`src/rtl/fm_sb_capture_ctrl.sv`:
```
// Capture/freeze scheduler for the floating-monitor spy-buffer bank: ring write
// addressing, trigger/post-trigger/freeze sequencing, metadata strobe and playback reads.
// Optional accepted-trigger counter enabled by defining FM_SB_TRIG_CNT_EN.
module fm_sb_capture_ctrl #(
    parameter int unsigned SB_N      = 27,
    parameter int unsigned ADDR_W    = 10,
    parameter int unsigned PB_MODE_W = 2
) (
    input  logic                 spy_clock,
    input  logic                 rst,
    input  logic                 arm_i,
    input  logic                 freeze_release_i,
    input  logic                 force_trig_i,
    input  logic                 ext_trig_i,
    input  logic [SB_N-1:0]      trig_mask_i,
    input  logic [ADDR_W-1:0]    post_trig_len_i,
    input  logic [PB_MODE_W-1:0] pb_mode_i,
    input  logic [SB_N-1:0]      fm_vld_i,
    output logic [SB_N-1:0]      sb_we_o,
    output logic [ADDR_W-1:0]    sb_waddr_o,
    output logic                 meta_we_o,
    output logic [ADDR_W-1:0]    meta_trig_addr_o,
    output logic                 pb_vld_o,
    output logic [ADDR_W-1:0]    pb_raddr_o,
    output logic                 frozen_o,
    output logic [2:0]           state_o,
    output logic [15:0]          trig_cnt_o
);

    typedef enum logic [2:0] {
        S_IDLE   = 3'd0,
        S_ARMED  = 3'd1,
        S_POST   = 3'd2,
        S_FROZEN = 3'd3,
        S_PLAY   = 3'd4
    } state_t;

    localparam logic [ADDR_W-1:0] ADDR_MAX = '1;

    state_t            state;
    logic [ADDR_W-1:0] wptr;
    logic [ADDR_W-1:0] cnt;
    logic              pb_loop;
    logic              trig;
    logic              play_req;
    logic              loop_req;

    assign trig     = force_trig_i | ext_trig_i | (|(fm_vld_i & trig_mask_i));
    assign play_req = (pb_mode_i == PB_MODE_W'(1)) || (pb_mode_i == PB_MODE_W'(2));
    assign loop_req = (pb_mode_i == PB_MODE_W'(2));
    assign state_o  = state;

    always_ff @(posedge spy_clock or posedge rst) begin
        if (rst) begin
            state            <= S_IDLE;
            wptr             <= '0;
            cnt              <= '0;
            pb_loop          <= 1'b0;
            sb_we_o          <= '0;
            sb_waddr_o       <= '0;
            meta_we_o        <= 1'b0;
            meta_trig_addr_o <= '0;
            pb_vld_o         <= 1'b0;
            pb_raddr_o       <= '0;
            frozen_o         <= 1'b0;
        end else begin
            meta_we_o <= 1'b0;
            case (state)
                S_IDLE: begin
                    sb_we_o  <= '0;
                    pb_vld_o <= 1'b0;
                    frozen_o <= 1'b0;
                    if (arm_i) begin
                        if (play_req) begin
                            state      <= S_PLAY;
                            pb_vld_o   <= 1'b1;
                            pb_raddr_o <= '0;
                            pb_loop    <= loop_req;
                        end else begin
                            state <= S_ARMED;
                            wptr  <= '0;
                        end
                    end
                end
                S_ARMED: begin
                    // Release takes priority over a same-cycle trigger and suppresses the write.
                    if (freeze_release_i) begin
                        state   <= S_IDLE;
                        sb_we_o <= '0;
                    end else begin
                        sb_we_o    <= fm_vld_i;
                        sb_waddr_o <= wptr;
                        wptr       <= wptr + ADDR_W'(1);
                        if (trig) begin
                            meta_we_o        <= 1'b1;
                            meta_trig_addr_o <= wptr;
                            cnt              <= post_trig_len_i;
                            if (post_trig_len_i == '0) begin
                                state    <= S_FROZEN;
                                frozen_o <= 1'b1;
                            end else begin
                                state <= S_POST;
                            end
                        end
                    end
                end
                S_POST: begin
                    if (freeze_release_i) begin
                        state   <= S_IDLE;
                        sb_we_o <= '0;
                    end else begin
                        sb_we_o    <= fm_vld_i;
                        sb_waddr_o <= wptr;
                        wptr       <= wptr + ADDR_W'(1);
                        cnt        <= cnt - ADDR_W'(1);
                        if (cnt == ADDR_W'(1)) begin
                            state    <= S_FROZEN;
                            frozen_o <= 1'b1;
                        end
                    end
                end
                S_FROZEN: begin
                    sb_we_o <= '0;
                    if (freeze_release_i) begin
                        state    <= S_IDLE;
                        frozen_o <= 1'b0;
                    end
                end
                S_PLAY: begin
                    if (freeze_release_i || (pb_raddr_o == ADDR_MAX && !pb_loop)) begin
                        state    <= S_IDLE;
                        pb_vld_o <= 1'b0;
                    end else begin
                        pb_raddr_o <= pb_raddr_o + ADDR_W'(1);
                    end
                end
                default: state <= S_IDLE;
            endcase
        end
    end

`ifdef FM_SB_TRIG_CNT_EN
    logic [15:0] trig_cnt;

    always_ff @(posedge spy_clock or posedge rst) begin
        if (rst) begin
            trig_cnt <= '0;
        end else if (state == S_ARMED && !freeze_release_i && trig && trig_cnt != '1) begin
            trig_cnt <= trig_cnt + 16'd1;
        end
    end

    assign trig_cnt_o = trig_cnt;
`else
    assign trig_cnt_o = '0;
`endif

endmodule

```
`config.mk`:
```
export PLATFORM = sky130hd
export DESIGN_NAME = fm_sb_capture_ctrl
export DESIGN_NICKNAME = d
export VERILOG_FILES = /design/src/rtl/fm_sb_capture_ctrl.sv
export SDC_FILE = /design/constraint.sdc
export NUM_CORES = 1
export LEC_CHECK = 0
export BUFFER_PORTS_ARGS = -buffer_cell sky130_fd_sc_hd__buf_2
export CORE_ASPECT_RATIO = 1.5
export CORE_MARGIN = 3
export CORE_UTILIZATION = 50
export CTS_CLUSTER_DIAMETER = 50
export DETAILED_ROUTE_END_ITERATION = 12
export PLACE_DENSITY = 0.81
export SYNTH_ARGS = -nofsm -noshare
export SYNTH_HDL_FRONTEND = slang
export SYNTH_SLANG_ARGS = --single-unit
```
`constraint.sdc`:
```
create_clock -name spy_clock -period 3.22 [get_ports spy_clock]
set_input_delay 0.644 -clock spy_clock [delete_from_list [all_inputs] [get_ports spy_clock]]
set_output_delay 0.644 -clock spy_clock [all_outputs]
set_load 0.01 [all_outputs]
```
=== Word level (Yosys, flattened, before mapping) ===
Index checks and enable logic that the tools add are counted.

* Bitwise gates (word level): 4
* Muxes and demuxes: 38
* Add/subtract/negate cells: 3
* Reductions and logical operators: 23
* Equal/unequal tests: 22

{| class="wikitable"
|+ Operators by type and width
! kind !! number
|-
| 10-bit 2-to-1 mux || 9
|-
| 10-bit one-hot mux with 2 select lines || 3
|-
| 27-bit one-hot mux with 2 select lines || 1
|-
| 27-bit bitwise AND || 1
|-
| 27-bit 2-to-1 mux || 1
|-
| 27-bit OR reduction || 1
|-
| 3-bit 2-to-1 mux || 8
|-
| 2-bit != test (second input constant) || 12
|-
| 10-bit by 1-bit adder with 10-bit output (second input constant) || 2
|-
| 3-bit one-hot mux with 5 select lines || 1
|-
| 1-bit 2-to-1 mux || 13
|-
| 4-bit AND reduction || 3
|-
| 10-bit by 1-bit == test with 1-bit output (second input constant) || 1
|-
| 10-bit == test (second input constant) || 1
|-
| 10-bit logical NOT || 1
|-
| 10-bit by 1-bit subtractor with 10-bit output (second input constant) || 1
|-
| 2-bit nonzero test || 4
|-
| 7-bit AND reduction || 1
|-
| 3-bit by 2-bit == test with 1-bit output (second input constant) || 2
|-
| 3-bit != test (second input constant) || 2
|-
| 3-bit AND reduction || 2
|-
| 5-bit AND reduction || 1
|-
| 1-bit one-hot mux with 4 select lines || 1
|-
| 2-bit AND reduction || 2
|-
| 13 further kinds || 16
|}

* Bits of input ports: 72
* Word-level logic and storage cells: 101
* Register bits after elaboration: 84
* Output and inout bits: 79

=== Logic depth before layout (Yosys ltp) ===
* Depth in word-level cells: 6
* Depth in mapped cells: 8
* Depth with buffers taken out: 8

=== Worst setup path before layout ===
OpenSTA, ideal clock, no wires.

* Path kind: input-to-reg
* Start point: input trig_mask_i[0]
* End point: register meta_trig_addr_o[0]
* Setup time: 125 ps
* Required time: 3,095 ps
* Slack: 1,187 ps
* Arrival time: 1,908 ps
* Stages: 7
* Path buffers: 1
* Cell sequence: a22o_1 a221oi_2 and3_1 nand3_2 nor4b_4 buf_6 mux2_4

* Word-level cells in the longest chain between the ends: 4

{| class="wikitable"
|+ Ends and longest elaborated chain
! what !! RTL line !! text
|-
| from (decl) || 15 || <nowiki>input logic [SB_N-1:0] trig_mask_i,</nowiki>
|-
| 27-bit bitwise AND || 48 || <nowiki>assign trig = force_trig_i | ext_trig_i | (|(fm_vld_i & trig_mask_i));</nowiki>
|-
| 27-bit OR reduction || 48 ||
|-
| 1-bit OR || 48 ||
|-
| 3-bit AND reduction (no source line) || n/a ||
|-
| to (signal assigned) || 96 || <nowiki>meta_trig_addr_o <= wptr;</nowiki>
|-
| to (decl) || 22 || <nowiki>output logic [ADDR_W-1:0] meta_trig_addr_o,</nowiki>
|}

Every way passes these cells.
A chain may end at the register's enable or synchronous reset.

=== Final worst setup path ===
* Start point: register state[0] (netlist: state_o[0])
* End point: register meta_trig_addr_o[9]

* Word-level cells in the longest chain between the ends: 2

{| class="wikitable"
|+ Ends and longest elaborated chain
! what !! RTL line !! text
|-
| from (decl) || 40 || <nowiki>state_t state;</nowiki>
|-
| from (signal assigned) || 55 || <nowiki>state <= S_IDLE;</nowiki>
|-
| from (signal assigned) || 75 || <nowiki>state <= S_PLAY;</nowiki>
|-
| from (signal assigned) || 80 || <nowiki>state <= S_ARMED;</nowiki>
|-
| 3-bit by 1-bit == test with 1-bit output || 68 || <nowiki>case (state)</nowiki>
|-
| 3-bit AND reduction (no source line) || n/a ||
|}

Every way passes these cells.

==> results by group <==
Run status
  • Status: finished clean

Global routing
  • GRT Overall Usage: 22.3%
  • Antenna violations before repair: 0
  • Largest net degree at the start of global routing: 59
  • Vias in the first global route: 3,560
  • First-pass GRT wire length: 16.8 mm
  • Grt ovf: 0

Synthesis
  • Mapped cell area: 4140 µm²
  • Ranking of synthesized cells by area: dfrtp_1 (51%), a22o_1 (6.1%), mux2_4 (3.3%)
  • Post-Synthesis Cells: 382
  • Number of synthesized flops with an enable pin: 0
  • Post-synth top area cell: dfrtp_1
  • Syn_area_per_cell: 10.8 µm²
  • Seq/Total Area, Yosys: 50.7%
  • Post-synth top area share: 50.7%
  • Asr flop ratio synth: 100%
  • Synth Register Bits: 84
  • Synthesis Warnings: 0
  • Main synth FF type: dfrtp_1
  • Netlist cell types: 51

Clocking
  • Worst-path clk slew: 0.06 ns
  • CTS root buffer: clkbuf_16
  • Clock sinks: 84
  • Hold-fix buffers at CTS: 0
  • Clock Path Buffers: 2
  • Worst-Skew Late Latency: 0.33 ns
  • Post-CTS sizing: 0
  • CTS tree: yes
  • H-tree depth: 3
  • Num CTS Buffers: 9
  • Post-CTS Setup Bufs: 0

Timing
  • Final Hold Vio Count: 0
  • RSZ-0062 raised after global routing: no
  • Max_slew headroom: 31.1%
  • Crit path time final: 2.25 ns
  • Setup WS post-layout: 0.966 ns
  • Skew final: 0.00553 ns
  • Maximum clock rate: 444 MHz
  • Slew Viols, Final: 0
  • Final setup vio count: 0
  • Tightest Pin Transition: 1.03 ns
  • Fin crit share: 70.0%
  • Setup TNS: 0 ns

Routing
  • DR pass1 iterations: 5
  • DR WL/cell: 16.1 µm
  • Vias/cell: 5.63
  • DRT antenna net count: 0
  • DRC errors left: 0
  • Routed Wire Length: 10.0 mm
  • DRT iter0 DRCs: 153
  • Vias: 3,512

Die
  • Initial Utilization: 51.4%
  • Site row count: 40
  • Die area: 9440 µm²
  • Chip Height: 118 µm
  • Die Width: 80.3 µm
  • IO Pins: 151
  • Core Box Area: 8060 µm²

Critical path
  • Required time worst endpoint: 3.43 ns
  • Crit-path slowest cell: nor4b_4
  • CP arrival: 2.47 ns
  • Critical-path maximum fanout: 14
  • Worst path max stage delay: 0.88 ns
  • WS Path Type: register to register
  • Critical path startpoint category: register
  • CP Capture Type: register
  • CP Cell Sequence: nand2b_1 -> nor4b_4 -> mux2_2

Placed design
  • Gpl congestion: 0.887
  • PortBufs: 134
  • Cell count after placement: 608
  • DPL Wire Length: 7.39 mm
  • Worst slack, placed: 0.620 ns

Power and ir drop
  • Max rail drop VDD: 323 µV
  • Power share of the sequential group: 43.3%
  • Share of power burned in the clock network: 38.3%
  • Sw Share: 28.0%
  • Leak: 2.71 nW
  • Comb pwr share: 18.4%
  • Internal: 0.00213 W
  • Cell area power density: 571 nW/µm²
  • NetSw: 0.000830 W

Cells and area
  • Nets: 591
  • Diodes inserted: 0
  • Layout cell share with drive strength beyond 1: 37.0%
  • Fill cells: 644
  • Synthesis-to-layout area growth: 25.3%
  • Commonest cells after routing, fill and taps aside: buf_2 (134), dfrtp_1 (84), a22o_1 (29)
  • Finished Core Util: 64.4%
  • Most common cell after layout, fill and taps aside: buf_2
  • Post-route insts no fill: 624

Run
  • MaxCap Viol Count: 0

Worst hold path
  • Worst Hold Class: register to register
## synthesized netlist by cell type (6+ instances only)
| cell | count |
|---|---|
| o2bb2ai_1 | 8 |
| dfrtp_1 | 84 |
| inv_1 | 7 |
| and3_1 | 12 |
| buf_4 | 16 |
| o31ai_1 | 6 |
| buf_2 | 7 |
| a21oi_1 | 16 |
| clkbuf_1 | 11 |
| nand2_1 | 24 |
| a22oi_1 | 10 |
| mux2_4 | 9 |
| nor3_1 | 6 |
| a22o_1 | 29 |
| nor2_1 | 24 |
| nand3_1 | 24 |
| mux2_2 | 12 |
| o21ai_1 | 13 |
| o21ai_0 | 7 |
## per-stage QoR
| step | area (µm²) | total power (W) | hold WS (ns) |
|---|---|---|---|
| finish | 5190 | 0.00296 | 0.482 |
| global route | 5190 | 0.00311 | 0.512 |
| CTS | 5190 | 0.00299 | 0.489 |
| detailed placement | 4850 | 0.00185 | 0.473 |
| global placement | 4850 | 0.00182 | 0.463 |
| floorplan | 4200 | 0.00164 | 0.446 |
## path summary, 6_finish.rpt
check / from / to / slack [ns] / cells after the start
max: state_o[0] / meta_trig_addr_o[9] / 0.97 / 3
max reg2reg: state_o[0] / meta_trig_addr_o[9] / 0.97 / 3
min in group asynchronous: rst / wptr[7] / 0.51 / 2
min reg2reg: pb_loop / pb_loop / 0.48 / 2
max in group asynchronous: rst / sb_waddr_o[5] / 1.94 / 3
min: pb_loop / pb_loop / 0.48 / 2
## critical path, delay by kind of cell, from the launching register on
kind / cells / cell delay (ns)
flip-flops: 1 / 0.62
multiplexers: 1 / 0.42
AND/OR/NAND/NOR: 2 / 1.09
## flip-flops by register name, indices dropped and copies added (netlist names)
signal	flops
sb_we_o	27
cnt	10
meta_trig_addr_o	10
pb_raddr_o	10
sb_waddr_o	10
wptr	10
state_o	3
frozen_o	1
meta_we_o	1
pb_loop	1
pb_vld_o	1
## power by group through the flow
stage	Clock [W]	Combinational, W	Sequential, W
2_1_floorplan	0	0.000348	0.00130
3_3_place_gp	0	0.000528	0.00130
3_5_place_dp	0	0.000547	0.00130
4_1_cts	0.00116	0.000548	0.00128
5_1_grt	0.00120	0.000606	0.00130
6_report	0.00113	0.000545	0.00128
## layout make-up
type                    instances  area [µm²]  share of cell area, %
flip-flops and latches         84        2100                   40.5
multi-input cells             271        1870                   36.0
repair buffers                141         723                   13.9
clock buffers                  12         267                   5.13
well taps                     105         131                   2.53
clock inverters                 4        70.1                   1.35
inverters                       7        27.5                  0.530
## routing by layer
metal	share of wire [%]	track usage, %	wire, µm
met5	0	0	0
met1	40	27.4	4010
met2	52	37.7	5240
met4	2.5	9.62	254
met3	5.4	4.21	539
## logic make-up (layout without fill, tap and decap cells)
kind of cell	after synthesis	count (layout)	synth area share (%)
and+or+nand+nor	118	118	15.1
xor gates and xnor gates	7	7	1.48
muxes	23	23	7.00
AOI/OAI and AO/OA	102	102	18.5
other	1	16	0.0905
adders and majority gates	5	5	1.51
DFF	84	84	50.7
buffers and inverters	42	164	5.65
(Power assumes the default switching activity.)
